==> config.mk <==
export PLATFORM = sky130hd
export DESIGN_NAME = bcd_digit_overlay
export DESIGN_NICKNAME = d
export VERILOG_FILES = /design/src/rtl/bcd_digit_overlay.sv
export SDC_FILE = /design/constraint.sdc
export NUM_CORES = 1
export LEC_CHECK = 0
export BUFFER_PORTS_ARGS = -buffer_cell sky130_fd_sc_hd__buf_2
export CAP_MARGIN = 40
export CORE_MARGIN = 5
export CORE_UTILIZATION = 45
export CTS_CLUSTER_SIZE = 20
export DETAILED_ROUTE_END_ITERATION = 8
export PLACE_DENSITY = 0.79
export SLEW_MARGIN = 10
export SYNTH_ARGS = -nofsm -noshare
export SYNTH_HDL_FRONTEND = slang
export SYNTH_SLANG_ARGS = --single-unit
==> constraint.sdc <==
create_clock -name clk -period 2.6 [get_ports clk]
set_input_delay 0.26 -clock clk [delete_from_list [all_inputs] [get_ports clk]]
set_output_delay 0.26 -clock clk [all_outputs]
set_load 0.02 [all_outputs]
==> src/rtl/bcd_digit_overlay.sv <==
// bcd_digit_overlay: draws a 3-digit packed-BCD value as scaled seven-segment
// glyphs on top of the pixel stream, with a per-frame shadow of the value and
// a fixed 2-cycle pixel pipeline.
module bcd_digit_overlay #(
    parameter int unsigned X0         = 16,
    parameter int unsigned Y0         = 16,
    parameter int unsigned SCALE_LOG2 = 2,
    parameter logic [23:0] FG         = 24'hFFFFFF
) (
    input  logic        clk,
    input  logic        reset,
    input  logic [11:0] valor_bcd,
    input  logic        frame_start,
    input  logic [10:0] pixel_x,
    input  logic [10:0] pixel_y,
    input  logic        de_in,
    input  logic [23:0] rgb_in,
    output logic        de_out,
    output logic [23:0] rgb_out
);

    localparam int unsigned BOX_W_UNITS = 15;
    localparam int unsigned BOX_H_UNITS = 7;
    localparam int unsigned X_END       = X0 + (BOX_W_UNITS << SCALE_LOG2);
    localparam int unsigned Y_END       = Y0 + (BOX_H_UNITS << SCALE_LOG2);

    // Shadow copy of the displayed value
    logic [11:0] shown_q;

    // Stage 1 registers
    logic        in_box_q, in_box_d;
    logic [2:0]  col_q,    col_d;
    logic [2:0]  uy_q,     uy_d;
    logic [3:0]  nib_q,    nib_d;
    logic        blank_q,  blank_d;
    logic        de1_q;
    logic [23:0] rgb1_q;

    // Stage 2 next-state
    logic [23:0] rgb_out_d;

    // Stage 1 intermediates
    logic        in_x_c, in_y_c;
    logic [10:0] dx_c, dy_c;
    logic [10:0] ux_full_c, uy_full_c;
    logic [3:0]  ux_c;
    logic [1:0]  digit_c;

    // Stage 2 intermediates
    logic [6:0]  seg_c;
    logic        lit_c;

    // Seven-segment pattern {a,b,c,d,e,f,g}; non-decimal nibbles show a dash
    function automatic logic [6:0] seg_decode(input logic [3:0] nib);
        logic [6:0] s;
        case (nib)
            4'd0:    s = 7'b1111110;
            4'd1:    s = 7'b0110000;
            4'd2:    s = 7'b1101101;
            4'd3:    s = 7'b1111001;
            4'd4:    s = 7'b0110011;
            4'd5:    s = 7'b1011011;
            4'd6:    s = 7'b1011111;
            4'd7:    s = 7'b1110000;
            4'd8:    s = 7'b1111111;
            4'd9:    s = 7'b1111011;
            default: s = 7'b0000001;
        endcase
        return s;
    endfunction

    // Stage 1: box test, unit coordinates, digit select and blanking
    always_comb begin
        in_x_c    = ({1'b0, pixel_x} >= 12'(X0)) && ({1'b0, pixel_x} < 12'(X_END));
        in_y_c    = ({1'b0, pixel_y} >= 12'(Y0)) && ({1'b0, pixel_y} < 12'(Y_END));
        in_box_d  = in_x_c && in_y_c;
        dx_c      = pixel_x - 11'(X0);
        dy_c      = pixel_y - 11'(Y0);
        ux_full_c = dx_c >> SCALE_LOG2;
        uy_full_c = dy_c >> SCALE_LOG2;
        ux_c      = 4'd0;
        uy_d      = 3'd0;
        if (in_box_d) begin
            ux_c = 4'(ux_full_c);
            uy_d = 3'(uy_full_c);
        end

        digit_c = 2'd2;
        col_d   = 3'(ux_c - 4'd10);
        if (ux_c < 4'd5) begin
            digit_c = 2'd0;
            col_d   = 3'(ux_c);
        end else if (ux_c < 4'd10) begin
            digit_c = 2'd1;
            col_d   = 3'(ux_c - 4'd5);
        end

        nib_d   = shown_q[3:0];
        blank_d = 1'b0;
        case (digit_c)
            2'd0: begin
                nib_d   = shown_q[11:8];
                blank_d = (shown_q[11:8] == 4'd0);
            end
            2'd1: begin
                nib_d   = shown_q[7:4];
                blank_d = (shown_q[11:4] == 8'd0);
            end
            default: begin
                nib_d   = shown_q[3:0];
                blank_d = 1'b0;
            end
        endcase
    end

    // Stage 2: segment hit test and output mux
    always_comb begin
        seg_c = seg_decode(nib_q);
        lit_c = 1'b0;
        if (col_q <= 3'd3) begin
            lit_c = (seg_c[6] && (uy_q == 3'd0))
                 || (seg_c[5] && (col_q == 3'd3) && (uy_q <= 3'd3))
                 || (seg_c[4] && (col_q == 3'd3) && (uy_q >= 3'd3))
                 || (seg_c[3] && (uy_q == 3'd6))
                 || (seg_c[2] && (col_q == 3'd0) && (uy_q >= 3'd3))
                 || (seg_c[1] && (col_q == 3'd0) && (uy_q <= 3'd3))
                 || (seg_c[0] && (uy_q == 3'd3));
        end

        rgb_out_d = rgb1_q;
        if (!de1_q) begin
            rgb_out_d = 24'd0;
        end else if (in_box_q && !blank_q && lit_c) begin
            rgb_out_d = FG;
        end
    end

    // Frame-aligned capture of the value to display
    always_ff @(posedge clk or posedge reset) begin
        if (reset) begin
            shown_q <= 12'h000;
        end else if (frame_start) begin
            shown_q <= valor_bcd;
        end
    end

    // Pipeline registers for both stages
    always_ff @(posedge clk or posedge reset) begin
        if (reset) begin
            in_box_q <= 1'b0;
            col_q    <= 3'd0;
            uy_q     <= 3'd0;
            nib_q    <= 4'd0;
            blank_q  <= 1'b0;
            de1_q    <= 1'b0;
            rgb1_q   <= 24'd0;
            de_out   <= 1'b0;
            rgb_out  <= 24'd0;
        end else begin
            in_box_q <= in_box_d;
            col_q    <= col_d;
            uy_q     <= uy_d;
            nib_q    <= nib_d;
            blank_q  <= blank_d;
            de1_q    <= de_in;
            rgb1_q   <= rgb_in;
            de_out   <= de1_q;
            rgb_out  <= rgb_out_d;
        end
    end

endmodule

-- Word-level counts from Yosys, hierarchy flattened
Memory sizes are Yosys's and may differ from the RTL's.
Index checks and enable logic that the tools add are counted.
- input port bits: 62
- bits in latches: 0
- memories kept: 1
- word-level logic and storage cells: 67
- bits in read-only memories: 112
- register bits: 74
- bits in writable memories: 0
- output and inout port bits: 25
- reductions and logical operators: 28
- shift operators: 0
- eq/ne operators: 4
- bitwise logic cells: 0
- $lt $le $gt $ge: 9
- multiplexer cells: 11
- $mul: 0
- div/mod/pow operators: 0
- add/sub/neg operators: 4
- memory list (memory ; depth ; width ; rd ports ; clocked after Yosys merged registers in ; wr ports ; RTL line ; RTL):
    (no name shown) ; 16 ; 7 ; 1 ; 0 ; 0 ; 56 ; case (nib)
- operators by type and width (cell ; number):
    $mux W24 ; 2
    $ge A11 B5 Y1 const B ; 2
    $logic_and A1 B1 Y1 ; 16
    $lt A11 B6 Y1 const B ; 1
    $lt A11 B7 Y1 const B ; 1
    $mux W3 ; 3
    $logic_not A8 Y1 ; 1
    $pmux W4 S2 ; 1
    $eq A3 B2 Y1 const B ; 2
    $le A3 B2 Y1 const B ; 2
    $logic_not A3 Y1 ; 2
    $logic_or A1 B1 Y1 ; 6
    $sub A6 B5 Y6 const B ; 1
    $sub A5 B5 Y5 const B ; 1
    $logic_not A4 Y1 ; 1
    $lt A4 B3 Y1 const B ; 1
    $lt A4 B4 Y1 const B ; 1
    $mux W2 ; 2
    $mux W4 ; 1
    $eq A3 B3 Y1 const B ; 1
    $ge A3 B2 Y1 const B ; 1
    $sub A3 B2 Y3 const B ; 1
    $sub A3 B3 Y3 const B ; 1
    $eq A2 B1 Y1 const B ; 1
    other kinds (4) ; 4

-- Longest topological paths before layout
- depth in word-level cells: 13
- gate-level depth with buffers: 12
- mapped depth without buffers: 11

-- Worst setup path before layout
No wires, ideal clock.
- path kind: input -> register
- start: input pixel_x[8]
- end: register col_q[0]
- path buffers: 1
- stages on the path: 10
- data arrival time: 2.236 ns
- setup time: 0.119 ns
- required time: 2.481 ns
- setup slack: 0.245 ns
- cell sequence: nor4_1 o2111ai_1 a2111oi_4 buf_4 nand2_1 ha_1 nor3_1 a21o_1 xor2_1 and2_1
- word-level cells in the longest chain between the ends: 7
- elaborated cells on any way between the ends: 11
- those cells by class: add/sub (2); order compare (4); mux (3); reduce/logical (2)
- ends and longest elaborated chain (element ; RTL line ; RTL):
    from (decl) ; 14 ; input logic [10:0] pixel_x,
    $ge A11 B5 Y1 or $lt A11 B7 Y1 (tied branches) ; 74 ; in_x_c = ({1'b0, pixel_x} >= 12'(X0)) && ({1'b0, pixel_x} < 12'(X_END));
    $logic_and A1 B1 Y1 * ; 74 ;
    $logic_and A1 B1 Y1 * ; 76 ; in_box_d = in_x_c && in_y_c;
    net in_box_d ; 31 ; logic in_box_q, in_box_d;
    $mux W4 * ; 83 ; if (in_box_d) begin
    $lt A4 B4 Y1 (tied with other cells) ; 93 ; end else if (ux_c < 4'd10) begin
    $mux W3 ; 93 ;
    $mux W3 * ; 90 ; if (ux_c < 4'd5) begin
    net col_d[0] ; 32 ; logic [2:0] col_q, col_d;
    to (signal assigned) ; 161 ; col_q <= col_d;
    to (decl) ; 32 ;
The timed path passes the listed nets; every way through them passes the cells marked *.
A chain may end at the register's enable or synchronous reset.

-- Worst setup path after layout
- start: input pixel_x[8]
- end: register col_q[1]
- word-level cells in the longest chain between the ends: 7
- elaborated cells on any way between the ends: 11
- those cells by class: add/sub (2); order compare (4); mux (3); reduce/logical (2)
- ends and longest elaborated chain (element ; RTL line):
    $ge A11 B5 Y1 or $lt A11 B7 Y1 (tied branches) ; 74
    $logic_and A1 B1 Y1 * ; 74
    $logic_and A1 B1 Y1 * ; 76
    $mux W4 * ; 83
    $lt A4 B4 Y1 (tied with other cells) ; 93
    $mux W3 ; 93
    $mux W3 * ; 90
    net col_d[1] ; 32
Marked as above.

==> metrics.yaml <==
global_route:
  grt_max_degree: 29
  antenna_found_initial: 0
  grt_overflow: 0
  grt_pass1_vias: 2232
  grt_pass1_wl_mm: 10.2
  grt_usage: 0.153
drt:
  met3WireLength_um: 310
  drc: 0
  met1Wirelength_mm: 2.63
  postRouteAntennaNets: 0
  wl_met2_mm: 3.24
  dr.max_layer_used: "met4"
  drt_iter0_drc: 144
  wl_per_cell_um: 14.0
  routed_wl_mm: 6.29
  first_pass_iters: 4
  vias_per_cell: 5.11
  vias: 2293
floorplan:
  die-width_um: 92.2
  core_region_area_um2: 6680
  dieHeight_um: 92.2
  start_util: 0.455
  die_area_um2: 8500
  std_cell_rows: 30
  io_pins: 87
clocking:
  numCtsBuffers: 9
  cts_resized: 0
  clockBufferDepth: 2
  insertion_delay_ps: 350
  cts_sinks: 74
  cts-root-buf: "clkbuf_8"
  htreeDepth: 3
  clkTransAtPathRegs_ps: 80
  cts_tree: "yes"
sta:
  fin_tns_setup_ps: 0
  relSlewSlack: 0.573
  setup_viol: 0
  max_freq_mhz: 470
  hold_viol_final: 0
  slew_viol_final: 0
  tightest_slew_ps: 640
  finalClockSkew_ps: 19.4
  fin_crit_sh: 0.819
  grt_setup_unrepaired: "no"
  hold-worst-slack_ps: 19.3
  fin_crit_ps: 2130
placement:
  place_inst: 422
  io_buffers: 84
  gp_congestion: 0.850
  dp_hpwl_mm: 4.36
setup_path:
  crit_path_start_kind: "primary input"
  critPathKind: "primary input to flop"
  crit_arrival_ps: 2400
  ff2ff_setup_slack_ps: 510
  crit_path_end_kind: "flop"
  cp_max_fo: 6
  cp.required_ps: 2870
logic_synthesis:
  netlist_top_cells_count: "dfrtp_1 (74), nor2_1 (30), a21oi_1 (29), o21ai_0 (29)"
  yosys.area.top_type: "dfrtp_1"
  ys_seq_area_frac: 0.609
  yosysWarningCount: 0
  synth.cell_area_um2: 3040
  synth_fp_nets: 334
  synth-edff-count: 0
  ys_async_sr_fraction: 1.00
  synth_cells: 264
  ys_top_cells_by_area: "dfrtp_1 (61%), a21oi_1 (4.8%), o21ai_0 (4.8%), mux2_2 (4.4%), nor2_1 (3.7%)"
  synth_seq_cells: 74
  ys_types: 41
  synth.most_common_cell: "dfrtp_1"
  yosys.area.top_type_share: 0.609
  synthFlopType: "dfrtp_1"
  syn_avg_cell_area_um2: 11.5
pwr:
  total_power_uw: 2490
  p_leak_uw: 0.00189
  powerDensity_nw_per_um2: 640
  vdd_drop_max_uv: 370
flow_run:
  max-cap-violations: 0
finish:
  syn2layout_area_growth_pct: 28.0
  post-route-util: 0.582
  n_antenna_cell: 0
  drive_gt1_frac: 0.347
  fin_cells: 449
  nets: 434
status:
  status: "complete, no violations"
worst_hold_path:
  min_path_type: "primary input to flop"
[report_power, final]
group          internal, µW  switching (µW)  leakage [µW]  total [µW]
sequential             1220            43.9      0.000916        1260
combinational           139             168      0.000873         307
clock                   460             459      0.000102         919
[layer usage]
metal	global-route usage	vias up
li1	-	1126
met1	0.183	1098
met2	0.257	59
met3	0.0418	10
met4	0.0681	0
met5	0	-
[cells in the final DEF, fill, tap and decap left out, types with 7 or more instances in the layout]
cell type       n
dlygate4sd3_1  11
clkbuf_8        9
mux2_2         12
nand2_1        12
o21ai_0        29
buf_2          84
a21oi_1        29
nor2b_1         7
dfrtp_1        74
nor2_1         30
ha_1            8
[state kept, by name (all words and copies together), names as in the netlist]
register / flops
uy_q: 3
col_q: 3
shown_q: 12
in_box_q: 1
rgb1_q: 24
nib_q: 4
blank_q: 1
rgb_out: 24
de1_q: 1
de_out: 1
[timing repair]
item	in CTS	in global routing
hold endpoints to repair	25	6
hold buffers	5	6
buffers inserted	0	0
[final timing paths]
path | from | to | depth (start not counted)
max | pixel_x[8] | col_q[1] | 11
min | rgb_in[1] | rgb1_q[1] | 1
max reg2reg | nib_q[1] | rgb_out[9] | 8
min reg2reg | shown_q[3] | shown_q[3] | 1
min in group asynchronous | reset | rgb_out[8] | 3
max in group asynchronous | reset | rgb_out[13] | 4
[worst max-delay path, cell delays in order]
cell and delay [ps]:
buf_2 100, nor4_1 250, o2111ai_1 200, a2111oi_4 480
nand2_1 120, ha_1 260, nor2_1 260, nor2_1 70
a211oi_1 200, a21oi_1 60, nor2b_1 120
[through the flow]
stage	setup WS [ps]	cell area, µm²
2_1_floorplan	245	3040
3_3_place_gp	218	3560
3_5_place_dp	130	3570
4_1_cts	485	3830
5_1_grt	291	3890
6_report	471	3890
[area by class of cell]
type | count | area [µm²]
fillers | 572 | 2790
inverters | 5 | 18.8
flip-flops and latches | 74 | 1850
well taps | 80 | 100
multi-input cells | 172 | 1120
clock inverters | 7 | 83.8
repair buffers | 102 | 587
clock buffers | 9 | 124
[logic make-up after synthesis]
family / share of synthesized area
compound gates: 0.170
xor+xnor: 0.00288
fa+ha+maj: 0.0329
buf+inv: 0.0255
flops: 0.609
mux: 0.0478
simple gates: 0.111
No activity file was read; power rests on OpenSTA's default activity.
